**src/rtl/mandelbrot_frame_scheduler.sv**
```systemverilog
// rtl/mandelbrot_frame_scheduler.sv - dispatches frame pixels to iteration engines and arbitrates results to frame RAM
module mandelbrot_frame_scheduler #(
   parameter int NUM_ENG = 4,
   parameter int CW      = 8
) (
   input  logic                  clk,
   input  logic                  rst,
   input  logic                  en,
   input  logic [9:0]            x_size,
   input  logic [9:0]            y_size,
   output logic [NUM_ENG-1:0]    eng_start,
   output logic [9:0]            eng_x,
   output logic [9:0]            eng_y,
   input  logic [NUM_ENG-1:0]    eng_done,
   input  logic [NUM_ENG*CW-1:0] eng_count,
   output logic                  wr_en,
   output logic [19:0]           wr_addr,
   output logic [CW-1:0]         wr_data,
   output logic                  ovf,
   output logic                  busy,
   output logic                  err
);
   localparam int PW = (NUM_ENG > 1) ? $clog2(NUM_ENG) : 1;

   typedef enum logic [1:0] {S_IDLE, S_DISPATCH, S_DRAIN, S_DONE} state_t;
   typedef enum logic [1:0] {SL_FREE, SL_RUN, SL_PEND} slot_t;

   state_t        state_q, state_d;
   logic [9:0]    xs_q, xs_d, ys_q, ys_d, cx_q, cx_d, cy_q, cy_d;
   logic [PW-1:0] dptr_q, dptr_d, wptr_q, wptr_d;
   slot_t         slot_q [NUM_ENG];
   slot_t         slot_d [NUM_ENG];
   logic [9:0]    tag_x_q [NUM_ENG];
   logic [9:0]    tag_x_d [NUM_ENG];
   logic [9:0]    tag_y_q [NUM_ENG];
   logic [9:0]    tag_y_d [NUM_ENG];
   logic [CW-1:0] cnt_q [NUM_ENG];
   logic [CW-1:0] cnt_d [NUM_ENG];

   logic [NUM_ENG-1:0] eng_start_q, eng_start_d;
   logic [9:0]         eng_x_q, eng_x_d, eng_y_q, eng_y_d;
   logic               wr_en_q, wr_en_d;
   logic [19:0]        wr_addr_q, wr_addr_d;
   logic [CW-1:0]      wr_data_q, wr_data_d;
   logic               ovf_q, ovf_d, busy_q, busy_d, err_q, err_d;

   logic          disp_ok, grant_ok, all_free, dispatch;
   logic [PW-1:0] disp_idx, grant_idx;

   function automatic logic [PW-1:0] wrap_add(input logic [PW-1:0] base, input int off);
      int s;
      s = int'(base) + off;
      if (s >= NUM_ENG) s = s - NUM_ENG;
      return PW'(s);
   endfunction

   // Round-robin searches: free slot from dptr for dispatch, pending slot from wptr for writeback.
   always_comb begin
      disp_ok   = 1'b0;
      disp_idx  = '0;
      grant_ok  = 1'b0;
      grant_idx = '0;
      all_free  = 1'b1;
      for (int k = 0; k < NUM_ENG; k++) begin
         if (!disp_ok && slot_q[wrap_add(dptr_q, k)] == SL_FREE) begin
            disp_ok  = 1'b1;
            disp_idx = wrap_add(dptr_q, k);
         end
         if (!grant_ok && slot_q[wrap_add(wptr_q, k)] == SL_PEND) begin
            grant_ok  = 1'b1;
            grant_idx = wrap_add(wptr_q, k);
         end
         if (slot_q[k] != SL_FREE) all_free = 1'b0;
      end
   end

   always_comb begin
      state_d     = state_q;
      xs_d        = xs_q;
      ys_d        = ys_q;
      cx_d        = cx_q;
      cy_d        = cy_q;
      dptr_d      = dptr_q;
      wptr_d      = wptr_q;
      slot_d      = slot_q;
      tag_x_d     = tag_x_q;
      tag_y_d     = tag_y_q;
      cnt_d       = cnt_q;
      eng_start_d = '0;
      eng_x_d     = eng_x_q;
      eng_y_d     = eng_y_q;
      wr_en_d     = 1'b0;
      wr_addr_d   = wr_addr_q;
      wr_data_d   = wr_data_q;
      err_d       = err_q;
      dispatch    = 1'b0;

      case (state_q)
         S_IDLE: begin
            if (en && x_size != 10'd0 && y_size != 10'd0) begin
               xs_d    = x_size;
               ys_d    = y_size;
               cx_d    = 10'd0;
               cy_d    = 10'd0;
               state_d = S_DISPATCH;
            end
         end
         S_DISPATCH: begin
            if (disp_ok) begin
               dispatch = 1'b1;
               if (cx_q == xs_q - 10'd1) begin
                  cx_d = 10'd0;
                  cy_d = cy_q + 10'd1;
                  if (cy_q == ys_q - 10'd1) state_d = S_DRAIN;
               end else begin
                  cx_d = cx_q + 10'd1;
               end
            end
         end
         S_DRAIN: if (all_free) state_d = S_DONE;
         S_DONE:  if (!en) state_d = S_IDLE;
         default: state_d = S_IDLE;
      endcase

      if (dispatch) begin
         eng_start_d[disp_idx] = 1'b1;
         eng_x_d               = cx_q;
         eng_y_d               = cy_q;
         slot_d[disp_idx]      = SL_RUN;
         tag_x_d[disp_idx]     = cx_q;
         tag_y_d[disp_idx]     = cy_q;
         dptr_d                = wrap_add(disp_idx, 1);
      end

      if (grant_ok) begin
         wr_en_d           = 1'b1;
         wr_addr_d         = {tag_y_q[grant_idx], tag_x_q[grant_idx]};
         wr_data_d         = cnt_q[grant_idx];
         slot_d[grant_idx] = SL_FREE;
         wptr_d            = wrap_add(grant_idx, 1);
      end

      // Completions never collide with dispatch or grant: those only touch FREE and PEND slots.
      for (int i = 0; i < NUM_ENG; i++) begin
         if (eng_done[i]) begin
            if (slot_q[i] == SL_RUN) begin
               slot_d[i] = SL_PEND;
               cnt_d[i]  = eng_count[i*CW +: CW];
            end else begin
               err_d = 1'b1;
            end
         end
      end

      ovf_d  = (state_d == S_DONE);
      busy_d = (state_d == S_DISPATCH) || (state_d == S_DRAIN);
   end

   always_ff @(posedge clk or negedge rst) begin
      if (!rst) begin
         state_q     <= S_IDLE;
         xs_q        <= '0;
         ys_q        <= '0;
         cx_q        <= '0;
         cy_q        <= '0;
         dptr_q      <= '0;
         wptr_q      <= '0;
         for (int i = 0; i < NUM_ENG; i++) begin
            slot_q[i]  <= SL_FREE;
            tag_x_q[i] <= '0;
            tag_y_q[i] <= '0;
            cnt_q[i]   <= '0;
         end
         eng_start_q <= '0;
         eng_x_q     <= '0;
         eng_y_q     <= '0;
         wr_en_q     <= 1'b0;
         wr_addr_q   <= '0;
         wr_data_q   <= '0;
         ovf_q       <= 1'b0;
         busy_q      <= 1'b0;
         err_q       <= 1'b0;
      end else begin
         state_q     <= state_d;
         xs_q        <= xs_d;
         ys_q        <= ys_d;
         cx_q        <= cx_d;
         cy_q        <= cy_d;
         dptr_q      <= dptr_d;
         wptr_q      <= wptr_d;
         slot_q      <= slot_d;
         tag_x_q     <= tag_x_d;
         tag_y_q     <= tag_y_d;
         cnt_q       <= cnt_d;
         eng_start_q <= eng_start_d;
         eng_x_q     <= eng_x_d;
         eng_y_q     <= eng_y_d;
         wr_en_q     <= wr_en_d;
         wr_addr_q   <= wr_addr_d;
         wr_data_q   <= wr_data_d;
         ovf_q       <= ovf_d;
         busy_q      <= busy_d;
         err_q       <= err_d;
      end
   end

   assign eng_start = eng_start_q;
   assign eng_x     = eng_x_q;
   assign eng_y     = eng_y_q;
   assign wr_en     = wr_en_q;
   assign wr_addr   = wr_addr_q;
   assign wr_data   = wr_data_q;
   assign ovf       = ovf_q;
   assign busy      = busy_q;
   assign err       = err_q;

endmodule
```
**config.mk**
```make
export PLATFORM = sky130hd
export DESIGN_NAME = mandelbrot_frame_scheduler
export DESIGN_NICKNAME = d
export VERILOG_FILES = /design/src/rtl/mandelbrot_frame_scheduler.sv
export SDC_FILE = /design/constraint.sdc
export NUM_CORES = 1
export LEC_CHECK = 0
export CAP_MARGIN = 10
export CELL_PAD_IN_SITES_DETAIL_PLACEMENT = 0
export CELL_PAD_IN_SITES_GLOBAL_PLACEMENT = 1
export CORE_ASPECT_RATIO = 2
export CORE_MARGIN = 2
export CORE_UTILIZATION = 50
export CTS_BUF_LIST = sky130_fd_sc_hd__clkbuf_8
export DETAILED_ROUTE_END_ITERATION = 8
export GPL_TIMING_DRIVEN = 0
export HOLD_SLACK_MARGIN = 0.12
export PLACE_DENSITY_LB_ADDON = 0.1
export SETUP_SLACK_MARGIN = 0.05
export SLEW_MARGIN = 5
export SYNTH_ARGS = -nofsm -noshare
export SYNTH_HDL_FRONTEND = slang
export SYNTH_SLANG_ARGS = --single-unit
```
**constraint.sdc**
```tcl
create_clock -name clk -period 7.2 [get_ports clk]
set_input_delay 0.72 -clock clk [delete_from_list [all_inputs] [get_ports clk]]
set_output_delay 0.72 -clock clk [all_outputs]
set_load 0.03 [all_outputs]
```
==> impl_metrics.env <==
export IMPL_synth_compound_area_share_pct=10.1
export IMPL_hp_class="primary input to async pin"
export IMPL_timing_critical_path_slowest_stage_cell="buf_1"
export IMPL_tritoncts_clock_tree="yes"
export IMPL_h_tree_depth=2
export IMPL_first_global_vias=8291
export IMPL_multi_input_comb_area_mm2=0.00466
export IMPL_clock_latency_of_the_later_clocked_register_in_the_worst_skew_pair_ns=0.52
export IMPL_post_synth_fa_ha_maj_area_fraction_pct=1.54
export IMPL_layout_min_cycle_time_ns=3.17
export IMPL_critical_path_max_stage_delay_ns=0.63
export IMPL_post_drt_wl_per_cell_um=18.8
export IMPL_synthesized_area_fraction_occupied_by_xor_and_xnor_cells_pct=1.74
export IMPL_setup_tns_ns=0
export IMPL_clock_fmax_mhz=315
export IMPL_max_cap_violations=0
export IMPL_die_width_um=107
export IMPL_cts_repair_resized=0
export IMPL_instance_count_of_the_mapped_netlist=991
export IMPL_seq_area_frac_synth_pct=52.7
export IMPL_end_kind="register"
export IMPL_mostFrequentLayoutCell="dfrtp_1"
export IMPL_largest_delay_share_family_worst_path="simple AND/OR/NAND/NOR gates"
export IMPL_placeableCoreArea_mm2=0.0208
export IMPL_globalRouteOverflowTotal=0
export IMPL_final_seq_area_mm2=0.00556
export IMPL_io_pins=115
export IMPL_timing_hold_ws_ns=0.138
export IMPL_grt_max_degree=86
export IMPL_p_leak_uw=0.00549
export IMPL_path_buf_inv=1
export IMPL_buffer_ports_inserted=114
export IMPL_syn_nets=1063
export IMPL_grt_use_total_pct=24.8
export IMPL_cts_root_buf="clkbuf_8"
export IMPL_synth_top_family_by_area="simple AND/OR/NAND/NOR gates"
export IMPL_crit_chain="nor2_1 > nor2_1 > nor2_1 > nor2_1 > a221oi_1 > nand2_1 > ha_1 > nand2_1 > buf_1 > mux2_2"
export IMPL_setup_repair_after_global_routing_missed_its_margin="no"
export IMPL_drt_vias_per_instance=5.55
export IMPL_number_of_enable_type_register_cells_in_the_synthesized_netlist=0
export IMPL_total_wirelength_um=26900
export IMPL_report_final_setup_viol=0
export IMPL_hold_violations=0
export IMPL_ctsLongestPathBuffers=3
export IMPL_dr_pass1_iters=4
export IMPL_drt_drc_violations_left=0
export IMPL_cp_launch_type="register"
export IMPL_row_count=75
export IMPL_die_area_mm2=0.0223
export IMPL_critical_path_top_cell_by_count="nor2_1"
export IMPL_slew_limit_headroom_pct=40.5
export IMPL_synth_distinct_cells=58
export IMPL_post_cts_setup_buffer_count=0
export IMPL_ffs_w_async_s_r_synth_pct=100
export IMPL_critPathArrivalTime_ns=3.56
export IMPL_gp_congestion=0.865
export IMPL_tritoncts_num_buffers=34
export IMPL_fin_worst_skew_ns=0.0197
export IMPL_post_synthesis_simple_gate_area_fraction_pct=16.3
export IMPL_status="completed"
export IMPL_proportion_of_layout_cells_with_a_drive_suffix_above_1_pct=15.0
export IMPL_cts_reportedPaths_clkPinSlew_ns=0.06
export IMPL_synth_area_mm2=0.0106
export IMPL_fin_crit_sh_pct=44.0
export IMPL_least_margin_pin_slew_ns=0.889
export IMPL_primary_ff_master_synth="dfrtp_1"
export IMPL_muxShareOfSynthArea_pct=14.5
export IMPL_syn2layout_area_growth_pct=20.9
export IMPL_die_height_um=209
export IMPL_worst_path_fanout_max=10
export IMPL_power_per_cell_area_mw_per_mm2=485
export IMPL_antennaDiodeCount=0
export IMPL_antenna_left=0
export IMPL_start_util_pct=50.6
export IMPL_hpwl_um=19700
export IMPL_layout_filler_cells=1848
export IMPL_synth_warning_count=0
export IMPL_grt_first_pass_wirelength_um=43000
export IMPL_sink_count_of_the_clock_tree=222
export IMPL_peakVddDrop_uv=223
export IMPL_timing_critical_path_required_ns=7.59
export IMPL_syn_avg_cell_area_um2=10.6
export IMPL_number_of_antenna_violations_at_the_first_check_in_global_routing=0
export IMPL_vias=7947
export IMPL_dr_first_iter_drc_count=305
export IMPL_nets=1215
export IMPL_timing_setup_critical_path_class="register to register"
export IMPL_finalMaxSlewViolations=0
export IMPL_top_library_cells_by_usage_in_the_layout_fill_and_taps_aside="222 x dfrtp_1, 159 x nand2_1, 113 x clkdlybuf4s50_1"
export IMPL_postSynthRegisterBits=222
export IMPL_ctsHoldBuffers=0
[final timing paths]
kind,start,end,depth (start not counted),slack (ns)
setup reg to reg,slot_q[5]$_DFF_PN0_,tag_x_q[32]$_DFFE_PN0P_,10,4.03
setup / recovery,slot_q[5]$_DFF_PN0_,tag_x_q[32]$_DFFE_PN0P_,10,4.03
min in group clk,eng_x[7]$_DFFE_PN0P_,eng_x[7]$_DFFE_PN0P_,2,0.48
hold reg to reg,eng_x[7]$_DFFE_PN0P_,eng_x[7]$_DFFE_PN0P_,2,0.48
max in group asynchronous,rst,tag_y_q[23]$_DFFE_PN0P_,2,6.25
hold / removal,rst,eng_start[0]$_DFF_PN0_,1,0.14
[cells by family (layout without fill, tap and decap cells)]
logic type / count (synthesis) / in the layout
XOR/XNOR: 21 / 21
adder cells (fa/ha/maj): 13 / 13
buffers and inverters: 87 / 259
AND/OR/NAND/NOR: 358 / 358
multiplexers: 139 / 139
AO/OA/AOI/OAI: 151 / 151
flip-flops: 222 / 222
[cells in the mapped netlist, drive strengths merged, types with 16 or more instances]
cell / instances / area share [%]
a211oi: 58 / 4.1
a21oi: 16 / 0.76
and2: 32 / 1.9
clkbuf: 55 / 2.0
dfrtp: 222 / 53
inv: 18 / 0.64
mux2: 109 / 12
mux2i: 30 / 2.8
nand2: 159 / 5.7
nand2b: 18 / 1.1
nand3: 19 / 0.95
nor2: 57 / 2.0
o21ai: 27 / 1.3
xnor2: 17 / 1.4
[layer usage]
layer,vias to the layer above,share of wire (%),track usage (%)
met4,0,4.6,11.5
met5,-,0,0
met3,58,3.4,3.23
met2,179,57,48.2
li1,3784,-,-
met1,3926,36,25.5
[power by group]
| group | internal [µW] | leakage (µW) | switching, µW |
|---|---|---|---|
| Sequential | 1740 | 0.00258 | 264 |
| Clock | 569 | 0.000384 | 476 |
| Combinational | 1330 | 0.00253 | 1810 |
| Total | 3640 | 0.00549 | 2550 |
[area by class of cell]
cell class	count	share of cell area, %
buffer	69	2.08
clock buffer	43	4.64
clock inverter	13	0.608
inverter	18	0.530
multi-input combinational	682	36.5
sequential	222	43.5
tap	269	2.64
timing repair buffer	116	9.42
[flip-flops by register name (all words and copies together), names as in the netlist, 20 cells and up]
| signal | flops |
|---|---|
| tag_x_q | 40 |
| tag_y_q | 40 |
| cnt_q | 32 |
| wr_addr | 20 |
[through the flow]
stage | total power, µW | util (%) | cells | cell area, µm² | setup slack, ns
CTS | 6270 | 61.2 | 1432 | 12800 | 4.03
finish | 6190 | 61.2 | 1432 | 12800 | 4.03
detailed placement | 5210 | 58.0 | 1376 | 12100 | 3.61
global route | 6620 | 61.2 | 1432 | 12800 | 3.76
floorplan | 4130 | - | 991 | 10600 | 4.54
global placement | 5130 | 57.7 | 1374 | 12000 | -3.97
Note: power is estimated with default switching activity, not from simulation.
